<file path="config.mk">
export PLATFORM = sky130hd
export DESIGN_NAME = freq_meter
export DESIGN_NICKNAME = d
export VERILOG_FILES = /design/src/rtl/freq_meter.sv
export SDC_FILE = /design/constraint.sdc
export NUM_CORES = 1
export LEC_CHECK = 0
export CAP_MARGIN = 10
export CORE_MARGIN = 2
export CORE_UTILIZATION = 35
export DETAILED_ROUTE_END_ITERATION = 6
export SETUP_SLACK_MARGIN = 0.02
export SLEW_MARGIN = 20
export SYNTH_ARGS = -nofsm -noshare
export SYNTH_HDL_FRONTEND = slang
export SYNTH_SLANG_ARGS = --single-unit
</file>
<file path="constraint.sdc">
create_clock -name clk_in -period 2.8 [get_ports clk_in]
set_clock_uncertainty 0.2 [all_clocks]
set_input_delay 0.42 -clock clk_in [delete_from_list [all_inputs] [get_ports clk_in]]
set_output_delay 0.42 -clock clk_in [all_outputs]
set_load 0.05 [all_outputs]
</file>
<file path="src/rtl/freq_meter.sv">
// Gated frequency meter: counts synchronized rising edges of sig_in over a
// GATE_CYCLES-long window and reports the count with a valid strobe.
module freq_meter #(
  parameter int GATE_CYCLES = 50000000,
  parameter int CNT_W       = 27
) (
  input  logic             clk_in,
  input  logic             reset,
  input  logic             sig_in,
  input  logic             start,
  input  logic             continuous,
  output logic [CNT_W-1:0] freq_out,
  output logic             valid,
  output logic             overflow,
  output logic             busy
);

  localparam int GW = $clog2(GATE_CYCLES);
  localparam logic [GW-1:0] LAST = GW'(GATE_CYCLES - 1);

  typedef enum logic {IDLE, MEASURE} state_t;

  state_t           state_q, state_d;
  logic             s1_q, s2_q, s3_q;
  logic [GW-1:0]    gate_q, gate_d;
  logic [CNT_W-1:0] edge_q, edge_d;
  logic [CNT_W-1:0] freq_q, freq_d;
  logic             sat_q, sat_d;
  logic             ovf_q, ovf_d;
  logic             vld_q, vld_d;

  logic             rise;
  logic             at_max;
  logic [CNT_W-1:0] edge_nxt;
  logic             sat_nxt;

  assign rise   = s2_q & ~s3_q;
  assign at_max = &edge_q;

  // Saturating edge count including this cycle's rise; sat latches any
  // increment attempted while already at the maximum.
  assign edge_nxt = edge_q + {{(CNT_W-1){1'b0}}, rise & ~at_max};
  assign sat_nxt  = sat_q | (rise & at_max);

  always_comb begin
    state_d = state_q;
    gate_d  = gate_q;
    edge_d  = edge_q;
    sat_d   = sat_q;
    freq_d  = freq_q;
    ovf_d   = ovf_q;
    vld_d   = 1'b0;
    unique case (state_q)
      IDLE: begin
        if (start) begin
          state_d = MEASURE;
          gate_d  = '0;
          edge_d  = '0;
          sat_d   = 1'b0;
        end
      end
      MEASURE: begin
        if (gate_q == LAST) begin
          freq_d  = edge_nxt;
          ovf_d   = sat_nxt;
          vld_d   = 1'b1;
          gate_d  = '0;
          edge_d  = '0;
          sat_d   = 1'b0;
          state_d = continuous ? MEASURE : IDLE;
        end else begin
          gate_d = gate_q + GW'(1);
          edge_d = edge_nxt;
          sat_d  = sat_nxt;
        end
      end
      default: state_d = IDLE;
    endcase
  end

  always_ff @(posedge clk_in) begin
    if (!reset) begin
      state_q <= IDLE;
      s1_q    <= 1'b0;
      s2_q    <= 1'b0;
      s3_q    <= 1'b0;
      gate_q  <= '0;
      edge_q  <= '0;
      sat_q   <= 1'b0;
      freq_q  <= '0;
      ovf_q   <= 1'b0;
      vld_q   <= 1'b0;
    end else begin
      state_q <= state_d;
      s1_q    <= sig_in;
      s2_q    <= s1_q;
      s3_q    <= s2_q;
      gate_q  <= gate_d;
      edge_q  <= edge_d;
      sat_q   <= sat_d;
      freq_q  <= freq_d;
      ovf_q   <= ovf_d;
      vld_q   <= vld_d;
    end
  end

  assign freq_out = freq_q;
  assign overflow = ovf_q;
  assign valid    = vld_q;
  assign busy     = (state_q == MEASURE);

endmodule

</file>
# [Yosys cells after proc, flatten, opt, wreduce, memory -nomap -nowiden]
# Cells that the tools add are included.
[totals] input_bits=5 reg_bits=87
[classes] muxes=14 addsub=2 reduce_logical=3 n_bitwise=7 eq_ne=2
[ops] op="$mux W27" n=2
[ops] op="$pmux W27 S2" n=1
[ops] op="$mux W26" n=2
[ops] op="$pmux W26 S2" n=1
[ops] op="$add A27 B1 Y27" n=1
[ops] op="$reduce_and A27 Y1" n=1
[ops] op="$add A26 B1 Y26 const B" n=1
[ops] op="$eq A26 B26 Y1 const B" n=1
[ops] op="$mux W1" n=6
[ops] op="$pmux W1 S2" n=2
[ops] op="$reduce_and A2 Y1" n=2
[ops] op="$and A1 B1 Y1" n=3
[ops] op="$not A1 Y1" n=3
[ops] op="$ne A2 B2 Y1 const B" n=1
[ops] op="$or A1 B1 Y1" n=1

# [Depth between registers and ports, before layout]
# Gate-level depths: netlist (run 1).
[depth] depth_word=6 ltp_mapped=12 depth_no_buf=10

# [Worst setup path after synthesis (run 1)]
# Ideal clock, no wire load.
[synth_timing] path_type="register -> register" from="reg edge_q[16]" to="reg edge_q[20]" arrival_time_ns=2.568 path_stages_with_launch=13 setup_time_ns=0.074 period_less_slack_ns=2.842 required_ns=2.526 setup_slack_ns=-0.042 cell_sequence="dfxtp_1 -> clkbuf_1 -> and3_1 -> clkbuf_1 -> nor4b_1 -> a21oi_1 -> ha_1 -> ha_1 -> nand3_1 -> nor4_4 -> nand4_1 -> or3_1 -> o21ai_0"
[synth_between] elab_chain_cells=6
[synth_lines] element="start, declared" line_no="26" text="logic [CNT_W-1:0] edge_q, edge_d;"
[synth_lines] element="start signal, assigned" line_no="99" text="edge_q <= edge_d;"
[synth_lines] element="$reduce_and A27 Y1" line_no="38" text="assign at_max = &edge_q;"
[synth_lines] element="$not A1 Y1" line_no="42" text="assign edge_nxt = edge_q + {{(CNT_W-1){1'b0}}, rise & ~at_max};"
[synth_lines] element="$and A1 B1 Y1" line_no="42"
[synth_lines] element="$add A27 B1 Y27 (*)" line_no="42"
[synth_lines] element="$mux W27 (*)" line_no="63" text="if (gate_q == LAST) begin"
[synth_lines] element="$pmux W27 S2 (*)" line_no="53" text="unique case (state_q)"
# Mark *: on every way between the ends. The rest lies on a longest branch, timed or not.
# A chain may end at the register's enable or synchronous reset.

# [Worst setup path in the final report (run 1)]
[layout_timing] from="reg edge_q[12]" to="reg freq_q[12] (netlist: freq_out[12])"
[layout_between] elab_chain_cells=4
[layout_lines] element="$reduce_and A27 Y1" line_no="38"
[layout_lines] element="$not A1 Y1" line_no="42"
[layout_lines] element="$and A1 B1 Y1" line_no="42"
[layout_lines] element="$add A27 B1 Y27 (*)" line_no="42"
[layout_lines] element="end signal, assigned" line_no="101" text="freq_q <= freq_d;"
[layout_lines] element="end, declared" line_no="27" text="logic [CNT_W-1:0] freq_q, freq_d;"
# Marked as above.

==> results of run 1 <==
-- area by class of cell --
class / count / area share
clock inverters: 5 / 0.0157
clock buffers: 11 / 0.0443
inverters: 16 / 0.0114
flip-flops and latches: 87 / 0.332
well taps: 147 / 0.0350
repair buffers: 69 / 0.117
multi-input cells: 363 / 0.445
-- how the worst min path moves through the flow --
stage | start | end | slack, ps | depth (start not counted)
floorplan | s1_q$_SDFF_PN0_ | s2_q$_SDFF_PN0_ | 210 | 1
global placement | s1_q$_SDFF_PN0_ | s2_q$_SDFF_PN0_ | 220 | 1
detailed placement | s1_q$_SDFF_PN0_ | s2_q$_SDFF_PN0_ | 230 | 1
CTS | s1_q$_SDFF_PN0_ | s2_q$_SDFF_PN0_ | 240 | 1
global route | s1_q$_SDFF_PN0_ | s2_q$_SDFF_PN0_ | 260 | 1
finish | s1_q$_SDFF_PN0_ | s2_q$_SDFF_PN0_ | 240 | 1
-- routing by layer --
layer  track usage  vias up  share of wire
met5             0        -              0
met4        0.0618        0          0.016
met3        0.0365       10          0.038
met2         0.261       65           0.45
met1         0.215     1747           0.50
li1              -     1912              -
-- cell families after synthesis --
| logic type | after synthesis | share of synthesized area |
|---|---|---|
| and+or+nand+nor | 192 | 0.260 |
| AOI/OAI and AO/OA | 136 | 0.197 |
| DFF | 87 | 0.411 |
| buffers and inverters | 52 | 0.0549 |
| xor gates and xnor gates | 26 | 0.0537 |
| muxes | 6 | 0.0142 |
| adders and majority gates | 3 | 0.00885 |
-- state kept, by name, summed over array words and instances (netlist names) --
signal and cells:
edge_q 27, freq_out 27, gate_q 26, busy 1, overflow 1, s1_q 1, s2_q 1, s3_q 1
sat_q 1, valid 1
-- critical path, cell delays in order (launching register included) --
cell and delay (ps):
dfxtp_1 420, nand4_1 180, nor4_2 380, a21oi_1 130, ha_2 240, ha_4 190
nand3_4 100, buf_4 160, nor3_1 60, nand2_1 100, xor2_1 190, a21oi_1 90
-- power by group through the flow --
stage / combinational, mW / clock, mW / sequential [mW]
3_3_place_gp: 0.0992 / 0 / 1.28
6_report: 0.102 / 1.28 / 1.25
2_1_floorplan: 0.0666 / 0 / 1.28
5_1_grt: 0.111 / 1.36 / 1.25
4_1_cts: 0.102 / 1.31 / 1.25
3_5_place_dp: 0.101 / 0 / 1.28
-- cell usage after synthesis (2+ instances only) --
library cell / instances / area share
a21oi_1: 43 / 0.051
buf_4: 2 / 0.0035
a31oi_1: 25 / 0.037
o21ai_0: 33 / 0.039
a21boi_1: 2 / 0.0035
o211a_1: 11 / 0.026
inv_1: 16 / 0.014
nand2_1: 44 / 0.039
clkbuf_1: 18 / 0.016
a22oi_1: 6 / 0.011
a21o_1: 3 / 0.0053
and3_1: 9 / 0.013
and2_1: 8 / 0.012
or3_1: 14 / 0.021
dfxtp_1: 87 / 0.41
ha_1: 3 / 0.0089
nor3_1: 11 / 0.013
nor2b_1: 12 / 0.018
xor2_1: 7 / 0.014
nand3_1: 34 / 0.040
nor2_1: 10 / 0.0089
and4_1: 2 / 0.0041
nor4_2: 2 / 0.0059
nand4_1: 17 / 0.025
nand2b_1: 10 / 0.015
buf_1: 2 / 0.0018
buf_2: 9 / 0.011
a41oi_1: 4 / 0.0083
buf_6: 2 / 0.0053
xnor2_1: 19 / 0.039
nor4_1: 5 / 0.0074
nor4_4: 3 / 0.015
clkbuf_2: 3 / 0.0035
a22o_1: 2 / 0.0041
nor4b_1: 2 / 0.0041
mux2i_1: 6 / 0.014
-- timing repair --
action	4_1_cts	5_1_grt
gates resized for setup	0	5
hold endpoints to repair	0	0
setup endpoints to repair	0	21
setup buffers	0	0
-- through the flow --
stage	instance area, um^2	total power, mW	cells	worst slack (ps)	utilization
after floorplan	4270	1.34	502	27.8	-
after global placement	4910	1.38	682	127	0.412
after detailed placement	4910	1.38	682	65.2	0.412
after CTS	5220	2.66	698	51.8	0.438
after global routing	5250	2.72	698	24.7	0.441
final	5250	2.63	698	234	0.441
==> flow_metrics.tcl, run 1 <==
set metrics [dict create \
    synthCells 502 \
    cellPowerDensity_mw_per_mm2 501 \
    setup_tns_ps 0 \
    io_buffer_count 34 \
    fmax_ghz 0.390 \
    cts_max_level 3 \
    cts-hold-fix-buffers 0 \
    grt_pass1_vias 3595 \
    grt_pass1_wl_um 17000 \
    fin_crit_ps 2570 \
    status "complete, no violations" \
    p_clk_frac 0.486 \
    cap_violations 0 \
    final_hold_viol_count 0 \
    yosys_warnings 0 \
    insertion_delay_ps 340 \
    synth.net_count 510 \
    layout_commonest_cell "dfxtp_1" \
    multi_input_area_mm2 0.00233 \
    worstMarginPinSlew_ps 716 \
    worstPathMaxFanout 7 \
    rr_endpoint "freq_out[12]$_SDFFE_PN0P_" \
    grt_max_degree 46 \
    rr_startpoint "edge_q[12]$_SDFFE_PN0P_" \
    holdWs_ps 240 \
    comb_power_share 0.039 \
    drtPass1Iterations 4 \
    floorplan.die_area_mm2 0.0130 \
    drive_above_1_share 0.122 \
    grt_overflow 0 \
    gp_congestion 0.778 \
    nets 554 \
    power_leakage_nw 1.87 \
    synth_edf_count 0 \
    regArea_mm2 0.00174 \
    ant_nets 0 \
    hold_path.class "reg -> reg" \
    yosysSeqAreaShare 0.411 \
    dp_hpwl_um 6860 \
    rows 40 \
    crit_end "freq_out[12]$_SDFFE_PN0P_" \
    layout_common_cells "dfxtp_1, nand2_1, a21oi_1, clkdlybuf4s50_1, buf_4" \
    switching_power_mw 0.570 \
    clock_path_buffers 2 \
    core_area_mm2 0.0119 \
    pwr-share-seq 0.475 \
    clkSinkCount 87 \
    drt_wl_total_um 10200 \
    cp_data_required_time_ps 2810 \
    start_util 0.356 \
    switching_share 0.217 \
    cts_tree "yes" \
    path_clk_slew_ps 60 \
    postSynthAreaPerCell_um2 8.45 \
    start_kind "flop" \
    die_w_um 114 \
    ios 35 \
    end_kind "flop" \
    antenna_found_initial 0 \
    p_int_mw 2.06 \
    ys_async_sr_fraction 0 \
    fillers 1195 \
    drt_iter0_markers 203 \
    grtUsageTotal 0.163 \
    rsz0062_at_grt "no" \
    vias 3734 \
    setup_viol 0 \
    slew_headroom 0.521 \
    route.detailed.drc 0 \
    die_y_um 114 \
    cts_root_buf "clkbuf_16" \
    syn_area_mm2 0.00424 \
    ys_ff_latch 87 \
    wl_per_cell_um 14.6 \
    path_class "reg -> reg" \
    slew_viol_final 0 \
    crit_arrival_ps 2570 \
    viasPerCell 5.35 \
    synthDistinctLibCells 52 \
    syn2layout_area_growth_pct 23.8 \
    cts_buffers 9 \
    critPathLaunch "edge_q[12]$_SDFFE_PN0P_" \
    reg2regPathDepth 11 \
    antenna_cells_inserted 0 \
    synth_ff_type "dfxtp_1" \
    min_period_over_period 0.916 \
    reg2reg_slack_ps 230 \
    vdd_drop_max_mv 0.255 \
]
(Power assumes the default switching activity.)
==> run 2: changes to the inputs <==
clock period = 3.2 ns   (was 2.8 ns; I/O delays follow)
==> flow_metrics.tcl, run 2 (same netlist as run 1, synthesis figures left out) <==
set metrics [dict create \
    status "complete, no violations" \
    end_kind "flop" \
    fin_crit_ps 2950 \
    die_w_um 114 \
    cp_data_required_time_ps 3270 \
    fillers 1204 \
    top_usage_layer "met2" \
    crit_end "edge_q[20]$_SDFFE_PN0P_" \
    start_kind "flop" \
    cp.depth 10 \
    reg2reg_slack_ps 250 \
    insertion_delay_ps 340 \
    cts_max_level 3 \
    cts_buffers 9 \
    final_hold_viol_count 0 \
    pwr-share-seq 0.469 \
    grt_max_degree 46 \
    p_int_mw 1.81 \
    cpLargestDelayFamily "simple AND/OR/NAND/NOR gates" \
    reg2regPathDepth 10 \
    antenna_cells_inserted 0 \
    gp_congestion 0.824 \
    setup_tns_ps 0 \
    cts_tree "yes" \
    worstMarginPinSlew_ps 858 \
    ant_nets 0 \
    dp_hpwl_um 6560 \
    setup_viol 0 \
    wl_per_cell_um 14.6 \
    p_clk_frac 0.492 \
    multi_input_area_mm2 0.00232 \
    cap_violations 0 \
    slew_viol_final 0 \
    switching_share 0.222 \
    cts-hold-fix-buffers 0 \
    power_mw 2.33 \
    grtUsageTotal 0.158 \
    crit_arrival_ps 3020 \
    rsz0062_at_grt "no" \
    design_area_mm2 0.00509 \
    core_area_mm2 0.0119 \
    hold_path.class "reg -> reg" \
    post-route-util 0.427 \
    drtPass1Iterations 4 \
    post-cts-setup-buffers 0 \
    path_class "reg -> reg" \
    layout_commonest_cell "dfxtp_1" \
    floorplan.die_area_mm2 0.0130 \
    route.detailed.drc 0 \
    die_y_um 114 \
    grt_overflow 0 \
    path_cells "and3_2 -> nor4b_1 -> a21oi_1 -> ha_2 -> ha_4 -> nand3_4 -> nor4_4 -> nand4_1 -> or3_1 -> o21ai_0" \
    syn2layout_area_growth_pct 20.0 \
    ios 35 \
    vdd_drop_max_mv 0.284 \
    drt_iter0_markers 268 \
    max_stage_delay_ps 460 \
    layout_common_cells "dfxtp_1, nand2_1, a21oi_1, clkdlybuf4s50_1" \
    cellPowerDensity_mw_per_mm2 458 \
    comb_power_share 0.038 \
    io_buffer_count 34 \
    power_leakage_nw 1.77 \
    regArea_mm2 0.00174 \
    viasPerCell 5.45 \
    antenna_found_initial 0 \
    clock_path_buffers 2 \
    clkSinkCount 87 \
    start_util 0.356 \
    cts_root_buf "clkbuf_16" \
    rr_endpoint "edge_q[20]$_SDFFE_PN0P_" \
    rr_startpoint "edge_q[16]$_SDFFE_PN0P_" \
    drt_wl_total_um 9880 \
    switching_power_mw 0.518 \
    path_buf_inv 0 \
    holdWs_ps 242 \
    drive_above_1_share 0.0868 \
    grt_pass1_wl_um 16700 \
    fmax_ghz 0.339 \
    slew_headroom 0.423 \
    critPathLaunch "edge_q[16]$_SDFFE_PN0P_" \
    worstPathMaxFanout 8 \
    use_met2 0.238 \
    grt_pass1_vias 3433 \
    min_period_over_period 0.922 \
    grt.met1_usage 0.228 \
    path_clk_slew_ps 70 \
    global_route.usage.met3 0.0212 \
    crit_slowest_cell "nor4_4" \
    nets 533 \
    vias 3693 \
    rows 40 \
    placed_area_mm2 0.00472 \
]
-- run 2: cell count changes in the layout (fill, tap and decap cells not counted), sizes merged --
cell,delta
buf,-21
clkbuf,-2
clkinvlp,-1
inv,+3
-- run 2: through the flow --
step / setup slack [ps] / instances
6_report: 251 / 677
5_1_grt: 36.7 / 677
4_1_cts: 56.6 / 677
3_5_place_dp: 104 / 661
3_3_place_gp: 231 / 661
2_1_floorplan: 358 / 502
-- run 2: repair_timing --
item	in CTS	in global routing
endpoints found under the hold margin	0	0
resized for setup	0	8
setup endpoints to repair	0	24
-- run 2: worst min path at each step --
stage,endpoint,from,cells after the start
after floorplan,s2_q$_SDFF_PN0_,s1_q$_SDFF_PN0_,1
after global placement,s2_q$_SDFF_PN0_,s1_q$_SDFF_PN0_,1
after detailed placement,s2_q$_SDFF_PN0_,s1_q$_SDFF_PN0_,1
after CTS,s2_q$_SDFF_PN0_,s1_q$_SDFF_PN0_,1
after global routing,s2_q$_SDFF_PN0_,s1_q$_SDFF_PN0_,1
final,s2_q$_SDFF_PN0_,s1_q$_SDFF_PN0_,1
-- run 2: final cells by class --
class	count	area share
repair buffers	48	0.0900
flip-flops and latches	87	0.342
well taps	147	0.0361
clock inverters	7	0.0199
multi-input cells	363	0.456
inverters	16	0.0118
clock buffers	9	0.0443
-- run 2: power groups by stage --
stage	clock, mW	combinational [mW]	sequential, mW
global placement	0	0.0876	1.12
global route	1.22	0.100	1.09
CTS	1.18	0.0900	1.09
detailed placement	0	0.0898	1.12
floorplan	0	0.0582	1.12
finish	1.15	0.0897	1.09
-- run 2: layer usage --
layer | share of wire | vias up
li1 | - | 1867
met4 | 0.011 | 0
met2 | 0.44 | 73
met5 | 0 | -
met3 | 0.040 | 10
met1 | 0.51 | 1743
==> run 3: changes to the inputs <==
ABC_AREA = 1   (was unset)
==> flow_metrics.tcl, run 3 <==
set metrics [dict create \
    ant_nets 0 \
    slew_viol_final 0 \
    cts_root_buf "clkbuf_16" \
    cellPowerDensity_mw_per_mm2 422 \
    worstMarginPinSlew_ps 593 \
    hold_path.class "reg -> reg" \
    clock_path_buffers 2 \
    synth.net_count 710 \
    fmax_ghz 0.365 \
    placed_area_mm2 0.00500 \
    holdPathEnd "s2_q$_SDFF_PN0_" \
    gp_congestion 0.907 \
    synth_ff_type "dfxtp_1" \
    holdWs_ps 217 \
    syn2layout_area_growth_pct 18.2 \
    cp_common_cell "nand2_1" \
    crit_slowest_cell "dfxtp_1" \
    cts_buffers 9 \
    synth_edf_count 0 \
    path_class "reg -> reg" \
    synth_top_area_frac 0.389 \
    layout_commonest_cell "nand2_1" \
    final_hold_viol_count 0 \
    setup_viol 0 \
    crit_arrival_ps 2810 \
    ios 35 \
    setup_tns_ps 0 \
    whs_path_depth 2 \
    rows 41 \
    postSynthAreaPerCell_um2 6.38 \
    rsz0062_at_grt "no" \
    layout_common_cells "nand2_1, nor2_1, dfxtp_1, a21oi_1, inv_1" \
    synth_common_cells "nand2_1, nor2_1, dfxtp_1" \
    core_area_mm2 0.0126 \
    worstHoldStart "s1_q$_SDFF_PN0_" \
    status "complete, no violations" \
    synth_largest_area_cell "dfxtp_1" \
    vias 4330 \
    drtPass1Iterations 4 \
    path_cells "nand2_1 -> inv_1 -> nand3_1 -> nor3_1 -> a21boi_0 -> ha_1 -> ha_1 -> inv_1 -> nor2_1 -> nand2_1 -> nor2_1 -> xor2_1 -> nand2_1 -> a21oi_1" \
    synth_most_common_cell "nand2_1" \
    synthCells 702 \
    synth_xor_area_frac 0.0430 \
    cp_data_required_time_ps 3270 \
    cap_violations 0 \
    reg2regPathDepth 14 \
    grt_overflow 0 \
    start_util 0.356 \
    cts-hold-fix-buffers 0 \
    grtUsageTotal 0.173 \
    ys_async_sr_fraction 0 \
    floorplan.die_area_mm2 0.0137 \
    yosys_warnings 0 \
    setup_slack_ps 464 \
    drive_above_1_share 0.0450 \
    nets 739 \
    path_clk_slew_ps 60 \
    start_kind "flop" \
    vdd_drop_max_mv 0.199 \
    rr_endpoint "edge_q[12]$_SDFFE_PN0P_" \
    synthSimpleGateAreaFrac 0.389 \
    die_w_um 117 \
    worstPathMaxFanout 5 \
    ys_ff_latch 87 \
    place_ws_ps 471 \
    synth_top_family_by_area "simple AND/OR/NAND/NOR gates" \
    wl_per_cell_um 12.2 \
    synthDistinctLibCells 27 \
    cts_tree "yes" \
    drt_wl_total_um 11000 \
    synth_compound_area_frac 0.107 \
    route.detailed.drc 0 \
    power_mw 2.23 \
    io_buffer_count 34 \
    reg2reg_slack_ps 460 \
    design_area_mm2 0.00529 \
    cts_max_level 3 \
    fin_crit_ps 2740 \
    synthMuxAreaShare 0 \
    synthTopCellsByArea "dfxtp_1, nand2_1, nor2_1, a21oi_1, inv_1" \
    end_kind "flop" \
    grt_max_degree 55 \
    power_leakage_nw 1.94 \
    slew_headroom 0.604 \
    dp_hpwl_um 7740 \
    syn_area_mm2 0.00448 \
    cts_resized 0 \
    max_stage_delay_ps 350 \
    antenna_cells_inserted 0 \
    die_y_um 117 \
    viasPerCell 4.78 \
    synth-adder-area-share 0.00838 \
    rr_startpoint "edge_q[2]$_SDFFE_PN0P_" \
    post-cts-setup-buffers 0 \
    yosysSeqAreaShare 0.389 \
    min_period_over_period 0.855 \
    clkSinkCount 87 \
    antenna_found_initial 0 \
    insertion_delay_ps 340 \
    grt_pass1_vias 4074 \
    drt_iter0_markers 283 \
    grt_pass1_wl_um 18800 \
]
run 3: cell count changes after synthesis, sizes merged, moves of 12 or more:
cell,change
a31oi,-25
inv,+30
a21oi,+25
nor2b,-12
nor2,+107
nand2,+218
nand4,-15
or3,-14
run 3: worst max path at each step:
| stage | cells after the start | from | slack, ps | end |
|---|---|---|---|---|
| 4_1_cts | 14 | edge_q[11]$_SDFFE_PN0P_ | 450 | freq_out[12]$_SDFFE_PN0P_ |
| 2_1_floorplan | 14 | edge_q[16]$_SDFFE_PN0P_ | 930 | edge_q[16]$_SDFFE_PN0P_ |
| 3_5_place_dp | 14 | edge_q[11]$_SDFFE_PN0P_ | 470 | freq_out[12]$_SDFFE_PN0P_ |
| 6_report | 14 | edge_q[2]$_SDFFE_PN0P_ | 460 | edge_q[12]$_SDFFE_PN0P_ |
| 3_3_place_gp | 14 | edge_q[17]$_SDFFE_PN0P_ | 590 | freq_out[12]$_SDFFE_PN0P_ |
| 5_1_grt | 14 | edge_q[11]$_SDFFE_PN0P_ | 200 | freq_out[12]$_SDFFE_PN0P_ |
run 3: critical path: cells and delay by family, from the launching register on:
kind                     cells  cell delay (ps)
adder cells (fa/ha/maj)      2              450
AO/OA/AOI/OAI                2              350
flip-flops                   1              350
XOR/XNOR                     1              260
buffers and inverters        2              130
AND/OR/NAND/NOR              7              930
run 3: power by group:
part           switching [mW]  internal, mW
Combinational          0.0606        0.0211
Clock                   0.418         0.638
Sequential            0.00626          1.09
Total                   0.485          1.75
run 3: area by class of cell:
cell class	instances	area [um^2]
clock inverter	3	43.8
tap	172	215
clock buffer	11	253
multi-input combinational	546	2460
fill	1347	7280
sequential	87	1740
timing repair buffer	41	405
inverter	46	173
run 3: through the flow:
step	utilization	std cells
2_1_floorplan	-	702
3_3_place_gp	0.398	892
3_5_place_dp	0.398	892
4_1_cts	0.421	906
5_1_grt	0.421	906
6_report	0.421	906
run 3: metal layers:
metal	vias to the layer above	GRT usage	wire (um)
li1	2271	-	-
met1	1966	0.237	5650
met2	76	0.273	4760
met3	17	0.0242	410
met4	0	0.0714	224
met5	-	0	0
run 3: logic make-up after synthesis:
| group | count (synthesis) |
|---|---|
| adder cells (fa/ha/maj) | 3 |
| AO/OA/AOI/OAI | 94 |
| flip-flops | 87 |
| AND/OR/NAND/NOR | 427 |
| buffers and inverters | 69 |
| XOR/XNOR | 22 |
